<file path="src/rtl/register_file_pkg.sv">
// Shared definitions for the register file and the ALU it feeds.
// Contents:
//   RF_WIDTH / RF_ADDR_W : default data and address widths
//   REG_ZERO             : the hard-wired zero register address
//   RF_RESET_VAL         : value every entry takes on reset
//   alu_op_e             : ALU op-codes (shared with the ALU)
//   is_reg_zero          : helper that flags the zero register address
package register_file_pkg;

    localparam int RF_WIDTH  = 32;
    localparam int RF_ADDR_W = 5;

    localparam logic [RF_ADDR_W-1:0] REG_ZERO     = 5'd0;
    localparam logic [RF_WIDTH-1:0]  RF_RESET_VAL = 32'h0000_0000;

    typedef enum logic [2:0] {
        ALU_ADD = 3'd0,
        ALU_SUB = 3'd1,
        ALU_AND = 3'd2,
        ALU_OR  = 3'd3,
        ALU_XOR = 3'd4
    } alu_op_e;

    function automatic logic is_reg_zero(input logic [RF_ADDR_W-1:0] addr);
        return (addr == REG_ZERO);
    endfunction

endpackage

</file>
<file path="src/rtl/register_file_if.sv">
// Register file access bus: two read ports and one write port.
// Modports:
//   master : drives addresses and write data, receives read data (ALU side)
//   slave  : the register file itself
interface register_file_if
    import register_file_pkg::*;
#(
    parameter int WIDTH  = RF_WIDTH,
    parameter int ADDR_W = RF_ADDR_W
) ();

    logic [ADDR_W-1:0] rd_addr0;
    logic [ADDR_W-1:0] rd_addr1;
    logic [WIDTH-1:0]  rd_data0;
    logic [WIDTH-1:0]  rd_data1;
    logic              wr_ena;
    logic [ADDR_W-1:0] wr_addr;
    logic [WIDTH-1:0]  wr_data;

    modport master (
        output rd_addr0, rd_addr1, wr_ena, wr_addr, wr_data,
        input  rd_data0, rd_data1
    );

    modport slave (
        input  rd_addr0, rd_addr1, wr_ena, wr_addr, wr_data,
        output rd_data0, rd_data1
    );

endinterface

</file>
<file path="src/rtl/register_file_decoder_5_to_32.sv">
// Write address decoder: turns wr_addr into one-hot per-entry write enables.
// Ports:
//   ena    : write enable; all outputs low when 0
//   addr   : write address
//   onehot : one bit per entry; bit 0 is tied low so the zero register
//            can never be written
module decoder_5_to_32
    import register_file_pkg::*;
#(
    parameter int ADDR_W = RF_ADDR_W
) (
    input  logic                   ena,
    input  logic [ADDR_W-1:0]      addr,
    output logic [(2**ADDR_W)-1:0] onehot
);

    localparam int DEPTH = 2**ADDR_W;

    // One-hot decode of the write address, gated by the enable
    always_comb begin
        onehot = '0;
        for (int i = 1; i < DEPTH; i++) begin
            if (ena && (addr == ADDR_W'(i))) begin
                onehot[i] = 1'b1;
            end else begin
                onehot[i] = 1'b0;
            end
        end
    end

endmodule

</file>
<file path="src/rtl/register_file.sv">
// Two-read / one-write register file supplying ALU operands X and Y and
// accepting the ALU result Z for writeback.
// Ports:
//   clk  : rising-edge clock
//   rstb : synchronous active-low reset; clears storage and forces reads to 0
//   bus  : register_file_if slave (rd_addr0/1, rd_data0/1, wr_ena/addr/data)
// Reads are combinational with a write-first bypass, so a read of the
// address being written returns the incoming data in the same cycle.
// Entry 0 has no storage and always reads zero.
module register_file
    import register_file_pkg::*;
#(
    parameter int WIDTH  = RF_WIDTH,
    parameter int ADDR_W = RF_ADDR_W
) (
    input  logic            clk,
    input  logic            rstb,
    register_file_if.slave  bus
);

    localparam int DEPTH = 2**ADDR_W;

    logic [WIDTH-1:0] mem_r [1:DEPTH-1];
    logic [DEPTH-1:0] wr_sel_s;
    logic [WIDTH-1:0] mux0_s;
    logic [WIDTH-1:0] mux1_s;
    logic             hit0_s;
    logic             hit1_s;
    logic [WIDTH-1:0] rd0_s;
    logic [WIDTH-1:0] rd1_s;

    decoder_5_to_32 #(
        .ADDR_W (ADDR_W)
    ) u_wr_dec (
        .ena    (bus.wr_ena),
        .addr   (bus.wr_addr),
        .onehot (wr_sel_s)
    );

    // Storage array: reset clears every entry and takes priority over writes
    always_ff @(posedge clk) begin
        if (!rstb) begin
            for (int i = 1; i < DEPTH; i++) begin
                mem_r[i] <= WIDTH'(RF_RESET_VAL);
            end
        end else begin
            for (int i = 1; i < DEPTH; i++) begin
                if (wr_sel_s[i]) begin
                    mem_r[i] <= bus.wr_data;
                end else begin
                    mem_r[i] <= mem_r[i];
                end
            end
        end
    end

    // Storage read muxes; address 0 falls through to the zero default
    always_comb begin
        mux0_s = WIDTH'(RF_RESET_VAL);
        mux1_s = WIDTH'(RF_RESET_VAL);
        for (int i = 1; i < DEPTH; i++) begin
            mux0_s = (bus.rd_addr0 == ADDR_W'(i)) ? mem_r[i] : mux0_s;
            mux1_s = (bus.rd_addr1 == ADDR_W'(i)) ? mem_r[i] : mux1_s;
        end
    end

    // Bypass comparators; the zero register never bypasses
    always_comb begin
        hit0_s = bus.wr_ena && (bus.wr_addr == bus.rd_addr0) &&
                 (bus.rd_addr0 != ADDR_W'(REG_ZERO));
        hit1_s = bus.wr_ena && (bus.wr_addr == bus.rd_addr1) &&
                 (bus.rd_addr1 != ADDR_W'(REG_ZERO));
    end

    // Output select: reset forces zero and overrides the bypass
    always_comb begin
        if (!rstb) begin
            rd0_s = WIDTH'(RF_RESET_VAL);
            rd1_s = WIDTH'(RF_RESET_VAL);
        end else begin
            rd0_s = hit0_s ? bus.wr_data : mux0_s;
            rd1_s = hit1_s ? bus.wr_data : mux1_s;
        end
    end

    assign bus.rd_data0 = rd0_s;
    assign bus.rd_data1 = rd1_s;

endmodule

</file>
<file path="src/flat_wrapper.sv">
// flat-port wrapper written by rule: the top's interface ports become plain ports
module register_file_flat import register_file_pkg::*;
#(
    parameter int WIDTH  = RF_WIDTH,
    parameter int ADDR_W = RF_ADDR_W
)
  (clk, rstb, bus_rd_addr0, bus_rd_addr1, bus_wr_ena, bus_wr_addr, bus_wr_data, bus_rd_data0, bus_rd_data1);
  register_file_if #(.WIDTH(WIDTH), .ADDR_W(ADDR_W)) bus_i ();
  input  logic clk;
  input  logic rstb;
  input wire logic [$bits(bus_i.rd_addr0)-1:0] bus_rd_addr0;
  input wire logic [$bits(bus_i.rd_addr1)-1:0] bus_rd_addr1;
  input wire logic [$bits(bus_i.wr_ena)-1:0] bus_wr_ena;
  input wire logic [$bits(bus_i.wr_addr)-1:0] bus_wr_addr;
  input wire logic [$bits(bus_i.wr_data)-1:0] bus_wr_data;
  output wire logic [$bits(bus_i.rd_data0)-1:0] bus_rd_data0;
  output wire logic [$bits(bus_i.rd_data1)-1:0] bus_rd_data1;
  assign bus_i.rd_addr0 = bus_rd_addr0;
  assign bus_i.rd_addr1 = bus_rd_addr1;
  assign bus_i.wr_ena = bus_wr_ena;
  assign bus_i.wr_addr = bus_wr_addr;
  assign bus_i.wr_data = bus_wr_data;
  assign bus_rd_data0 = bus_i.rd_data0;
  assign bus_rd_data1 = bus_i.rd_data1;
  register_file #(.WIDTH(WIDTH), .ADDR_W(ADDR_W)) u_core (.clk(clk), .rstb(rstb), .bus(bus_i));
endmodule
</file>
<file path="config.mk">
export PLATFORM = sky130hd
export DESIGN_NAME = register_file_flat
export DESIGN_NICKNAME = d
export VERILOG_FILES = /design/src/rtl/register_file_pkg.sv /design/src/rtl/register_file_if.sv /design/src/rtl/register_file_decoder_5_to_32.sv /design/src/rtl/register_file.sv /design/src/flat_wrapper.sv
export SDC_FILE = /design/constraint.sdc
export NUM_CORES = 2
export LEC_CHECK = 0
export ABC_AREA = 1
export BUFFER_PORTS_ARGS = -buffer_cell sky130_fd_sc_hd__buf_2
export CELL_PAD_IN_SITES_DETAIL_PLACEMENT = 0
export CELL_PAD_IN_SITES_GLOBAL_PLACEMENT = 1
export CORE_UTILIZATION = 37
export CTS_CLUSTER_SIZE = 28
export DETAILED_ROUTE_END_ITERATION = 8
export GPL_TIMING_DRIVEN = 1
export PLACE_DENSITY = 0.66
export SLEW_MARGIN = 20
export SYNTH_ARGS = -nofsm -noshare
export SYNTH_HDL_FRONTEND = slang
export SYNTH_HIERARCHICAL = 1
export SYNTH_SLANG_ARGS = --single-unit
</file>
<file path="constraint.sdc">
create_clock -name clk -period 4 [get_ports clk]
set_input_delay 0.6 -clock clk [delete_from_list [all_inputs] [get_ports clk]]
set_output_delay 0.6 -clock clk [all_outputs]
set_load 0.05 [all_outputs]
</file>
# [After elaboration in Yosys (flattened, before gate mapping)]
# Memory sizes are Yosys's and may differ from the RTL's.
# Index checks and enable logic that the tools add are counted.
[op_classes] eq_ne=95 muxes=346 bitwise_logic=62 n_reduce_logical=37
[op_table] cell="32-bit two-way mux" count=128
[op_table] cell="5-bit == test (second input constant)" count=48
[op_table] cell="1-bit two-way mux" count=218
[op_table] cell="5-bit by 4-bit == test with 1-bit output (second input constant)" count=24
[op_table] cell="1-bit bitwise OR" count=62
[op_table] cell="5-bit by 3-bit == test with 1-bit output (second input constant)" count=12
[op_table] cell="1-bit logical AND" count=35
[op_table] cell="5-bit by 2-bit == test with 1-bit output (second input constant)" count=6
[op_table] cell="5-bit by 1-bit == test with 1-bit output (second input constant)" count=3
[op_table] cell="5-bit == test" count=2
[op_table] cell="5-bit nonzero test" count=2
[totals] ff_bits=0 ramBits=992 in_bits=50 out_inout_bits=64 word_cells=541 memories=1
[mem_list] memory="u_core.mem_r" depth=31 width=32 rd=31 rd_clocked_by_memory_dff=0 write_ports=31 line_no="register_file.sv:23" source="logic [WIDTH-1:0] mem_r [1:DEPTH-1];"

# [Depth between registers and ports, before layout]
[depth] word_depth=34 depth_mapped=25 depth_no_buf=24

# [By module]
# Netlist, hierarchy kept.
[modules_own_cells] module="register_file" n_inst=1 cells_per_inst=6340 area_each_um2=52098.7 seq_area_each_um2=29788.6
[modules_own_cells] module="decoder_5_to_32" n_inst=1 cells_per_inst=71 area_each_um2=281.5 seq_area_each_um2=0.0

# [Worst setup path after synthesis]
# Ideal clock, no wire load.
[synth_path] path_kind="input-to-output" startpoint="input bus_rd_addr1[4]" endpoint="output bus_rd_data1[26]" arrival_ns=3.178 required_ns=3.400 slack_ns=0.222 cell_stages=19 n_path_buf=4 path_cell_list="buf_4 inv_1 buf_2 buf_4 nand2_1 inv_2 buf_1 nand2_1 nand4_1 nor2_1 nand3b_1 nand2_1 nand4_1 nand2_1 nand4_1 nand2_1 nand4_1 nand2_1 a21oi_1"
[synth_via] elab_chain_cells=34 word_cells_on_any_way=68 cone_classes="32 x eq/ne; 33 x mux; 3 x reduce/logical"
[synth_lines] item="from (decl)" line_no="flat_wrapper.sv:12" source="input wire logic [$bits(bus_i.rd_addr1)-1:0] bus_rd_addr1;"
[synth_lines] item="5-bit by 1-bit == test with 1-bit output" line_no="register_file.sv:63" source="mux1_s = (bus.rd_addr1 == ADDR_W'(i)) ? mem_r[i] : mux1_s;"
[synth_lines] item="32-bit two-way mux (31 in series)" line_no="register_file.sv:63"
[synth_lines] item="32-bit two-way mux (*)" line_no="register_file.sv:82" source="rd1_s = hit1_s ? bus.wr_data : mux1_s;"
[synth_lines] item="32-bit two-way mux (*)" line_no="register_file.sv:77" source="if (!rstb) begin"
[synth_lines] item="to (decl)" line_no="flat_wrapper.sv:17" source="output wire logic [$bits(bus_i.rd_data1)-1:0] bus_rd_data1;"
# Mark *: on every way between the ends. The rest lies on a longest branch, timed or not.

# [Final worst setup path]
[layout_path] startpoint="input bus_rd_addr1[2]" endpoint="output bus_rd_data1[10]"
# The elaborated chain is that of the path after synthesis.

==> impl_metrics.toml <==
[status]
outcome = "complete, but fails checks"
violations = "setup timing"

[grt]
grt_usage_pct = 31.3
use_met2_pct = 52.5
grt_pass1_wl_mm = 321
grt_max_degree = 53
gr-max-usage-layer = "met2"
gr-usage-met1_pct = 40.1
overflow = 0
antenna_found_initial = 1
met3_usage_pct = 4.05
first_global_vias = 44816

[clocking]
cts_tree = "built"
htree_levels = 3
cts.sinks = 992
clock_path_buffers = 3
cts_made_buffers = 114
cts_root_buffer = "clkbuf_16"
clkTransAtPathRegs_ns = 0.06

[drt]
ant_nets = 0
totalWireLength_mm = 227
wl_per_cell_um = 25.7
dr_total_vias = 47510
dr.pass1.iters = 6
drc_errors = 0
viasPerCell = 5.37
drt_iter0_drc = 4907

[logic_synthesis]
syn_avg_cell_area_um2 = 8.17
ys_warn_count = 6
synth_area_um2 = 52400
syn-instance-count = 6409
synth_nets = 6459

[layout]
largest_registers = "u_core/mem_r: 992 flops"
num_antenna_cells = 0
nFillCells = 13552
largest_reg_flops = 992
synthToLayoutAreaGrowth_pct = 26.9
drive_above_1_share_pct = 24.3
layout.nets = 6934
utilization_pct = 47.5
regMostFlops = "u_core/mem_r"

[floorplan]
io_pins = 114
die_area_um2 = 143000
core_um2 = 140000
die_y_um = 378
rows = 137
die_width_um = 378
initial_utilization_pct = 37.4

[power]
power_density_nw_per_um2 = 390
irDropWorstVdd_uv = 380
power_mw = 25.9
p_leak_nw = 27.1

[sta]
worst_slew_pin_slew_ns = 1.13
slew_viol_final = 0
maxSlewHeadroom_pct = 24.4
finalSetupTns_ns = -34.29
period_share_pct = 122
rsz0062_at_grt = "yes"
setup_ws_ns = -0.885
post-route-min-period_ns = 4.88
hold_viol_final = 0
fmax_mhz = 205
setup_viol = 64

[critical_path]
crit_start = "bus_rd_addr1[2]"
cp.required_ns = 3.40
cp_max_fo = 4
crit_path_end_kind = "output port"
crit_path_start_kind = "input port"
cp-endpoint = "bus_rd_data1[10]"
critPathArrivalTime_ns = 4.28
path_class = "input port to output port"

[flow_run]
drv_cap = 0

[placement]
place.gp.congestion = 0.937
portBuffers = 113
dp_hpwl_mm = 155

[hold_path]
hold_path.class = "input port to flip-flop"
critical path: stages:
cell and delay, ns:
buf_12 0.13, inv_8 0.06, nor2_4 0.04, inv_2 0.08, buf_6 0.11, nor3_4 0.04
buf_6 0.13, buf_6 0.12, a21oi_2 0.09, nand4_1 0.16, nand2_2 0.13, nand4_1 0.18
nor2_2 0.17, nand4_1 0.25, nor2_2 0.23, buf_4 0.15, nand4_1 0.15, nand2_1 0.14
nand4_1 0.20, nor2_1 0.16, nand4_1 0.25, nor2_1 0.18, nand4_1 0.15, nor2_1 0.12
nor2_1 0.06, buf_6 0.15
cells in the final DEF (no fill, tap or decap), types with 10 or more instances in the layout:
master,instances
nand2_1,1588
nor2_1,1385
edfxtp_1,992
buf_4,490
inv_1,489
nand4_1,387
nand2_2,194
buf_6,149
a21oi_1,146
nor2_2,144
or2_2,138
o21ai_0,124
clkbuf_16,118
nand3_2,87
buf_12,76
nand3_1,60
nor2_4,52
a21oi_2,50
clkinv_1,47
nand2_4,43
buf_2,41
nand3_4,28
clkbuf_1,26
inv_2,24
buf_8,15
clkinv_2,10
timing repair:
action                                  CTS  global route
gates cloned                              3             3
hold buffers                              0             0
resized for setup                       769           253
hold endpoints to repair                  0             0
buffers inserted                         64            36
endpoints found under the setup margin   64            64
pin swaps                               539           604
metrics by stage:
step | setup slack (ns) | area, um2 | hold slack, ns | instances
5_1_grt | -0.955 | 66500 | 0.208 | 8847
3_5_place_dp | -1.19 | 58700 | 0.951 | 8555
4_1_cts | -0.936 | 65300 | 0.169 | 8821
2_1_floorplan | 0.222 | 52400 | 0.839 | 6409
6_report | -0.885 | 66500 | 0.226 | 8847
3_3_place_gp | -1.20 | 58700 | 0.947 | 8555
power by group:
group | total [mW] | switching, mW | internal [mW] | leakage [nW]
sequential | 12.3 | 0.286 | 12.0 | 9.46
clock | 9.86 | 4.42 | 5.45 | 1.64
combinational | 3.76 | 2.70 | 1.06 | 16.0
total | 25.9 | 7.40 | 18.5 | 27.1
worst min-delay path by stage:
stage,startpoint,slack [ns],end,cells past startpoint
6_report,bus_wr_data[2],0.23,u_core/mem_r[0][930]$_SDFFCE_PN0P_,3
5_1_grt,bus_wr_data[2],0.21,u_core/mem_r[0][930]$_SDFFCE_PN0P_,3
4_1_cts,bus_wr_data[2],0.17,u_core/mem_r[0][930]$_SDFFCE_PN0P_,3
3_5_place_dp,bus_wr_data[2],0.95,u_core/mem_r[0][930]$_SDFFCE_PN0P_,3
3_3_place_gp,bus_wr_data[2],0.95,u_core/mem_r[0][930]$_SDFFCE_PN0P_,3
2_1_floorplan,bus_wr_data[1],0.84,u_core/mem_r[0][321]$_SDFFCE_PN0P_,2
routing by layer:
metal | up-vias | wire (um)
li1 | 21731 | -
met1 | 23361 | 90000
met2 | 2016 | 109000
met3 | 402 | 16000
met4 | 0 | 12000
met5 | - | 0
area by class of cell:
type | instances | area (um2) | area share (%)
Clock buffer | 142 | 3000 | 4.51
Tap cell | 1876 | 2350 | 3.53
Clock inverter | 61 | 388 | 0.584
Inverter | 530 | 2030 | 3.06
Sequential cell | 992 | 29800 | 44.8
Timing Repair Buffer | 775 | 7420 | 11.2
Multi-Input combinational cell | 4471 | 21500 | 32.3
(Power assumes the default switching activity.)
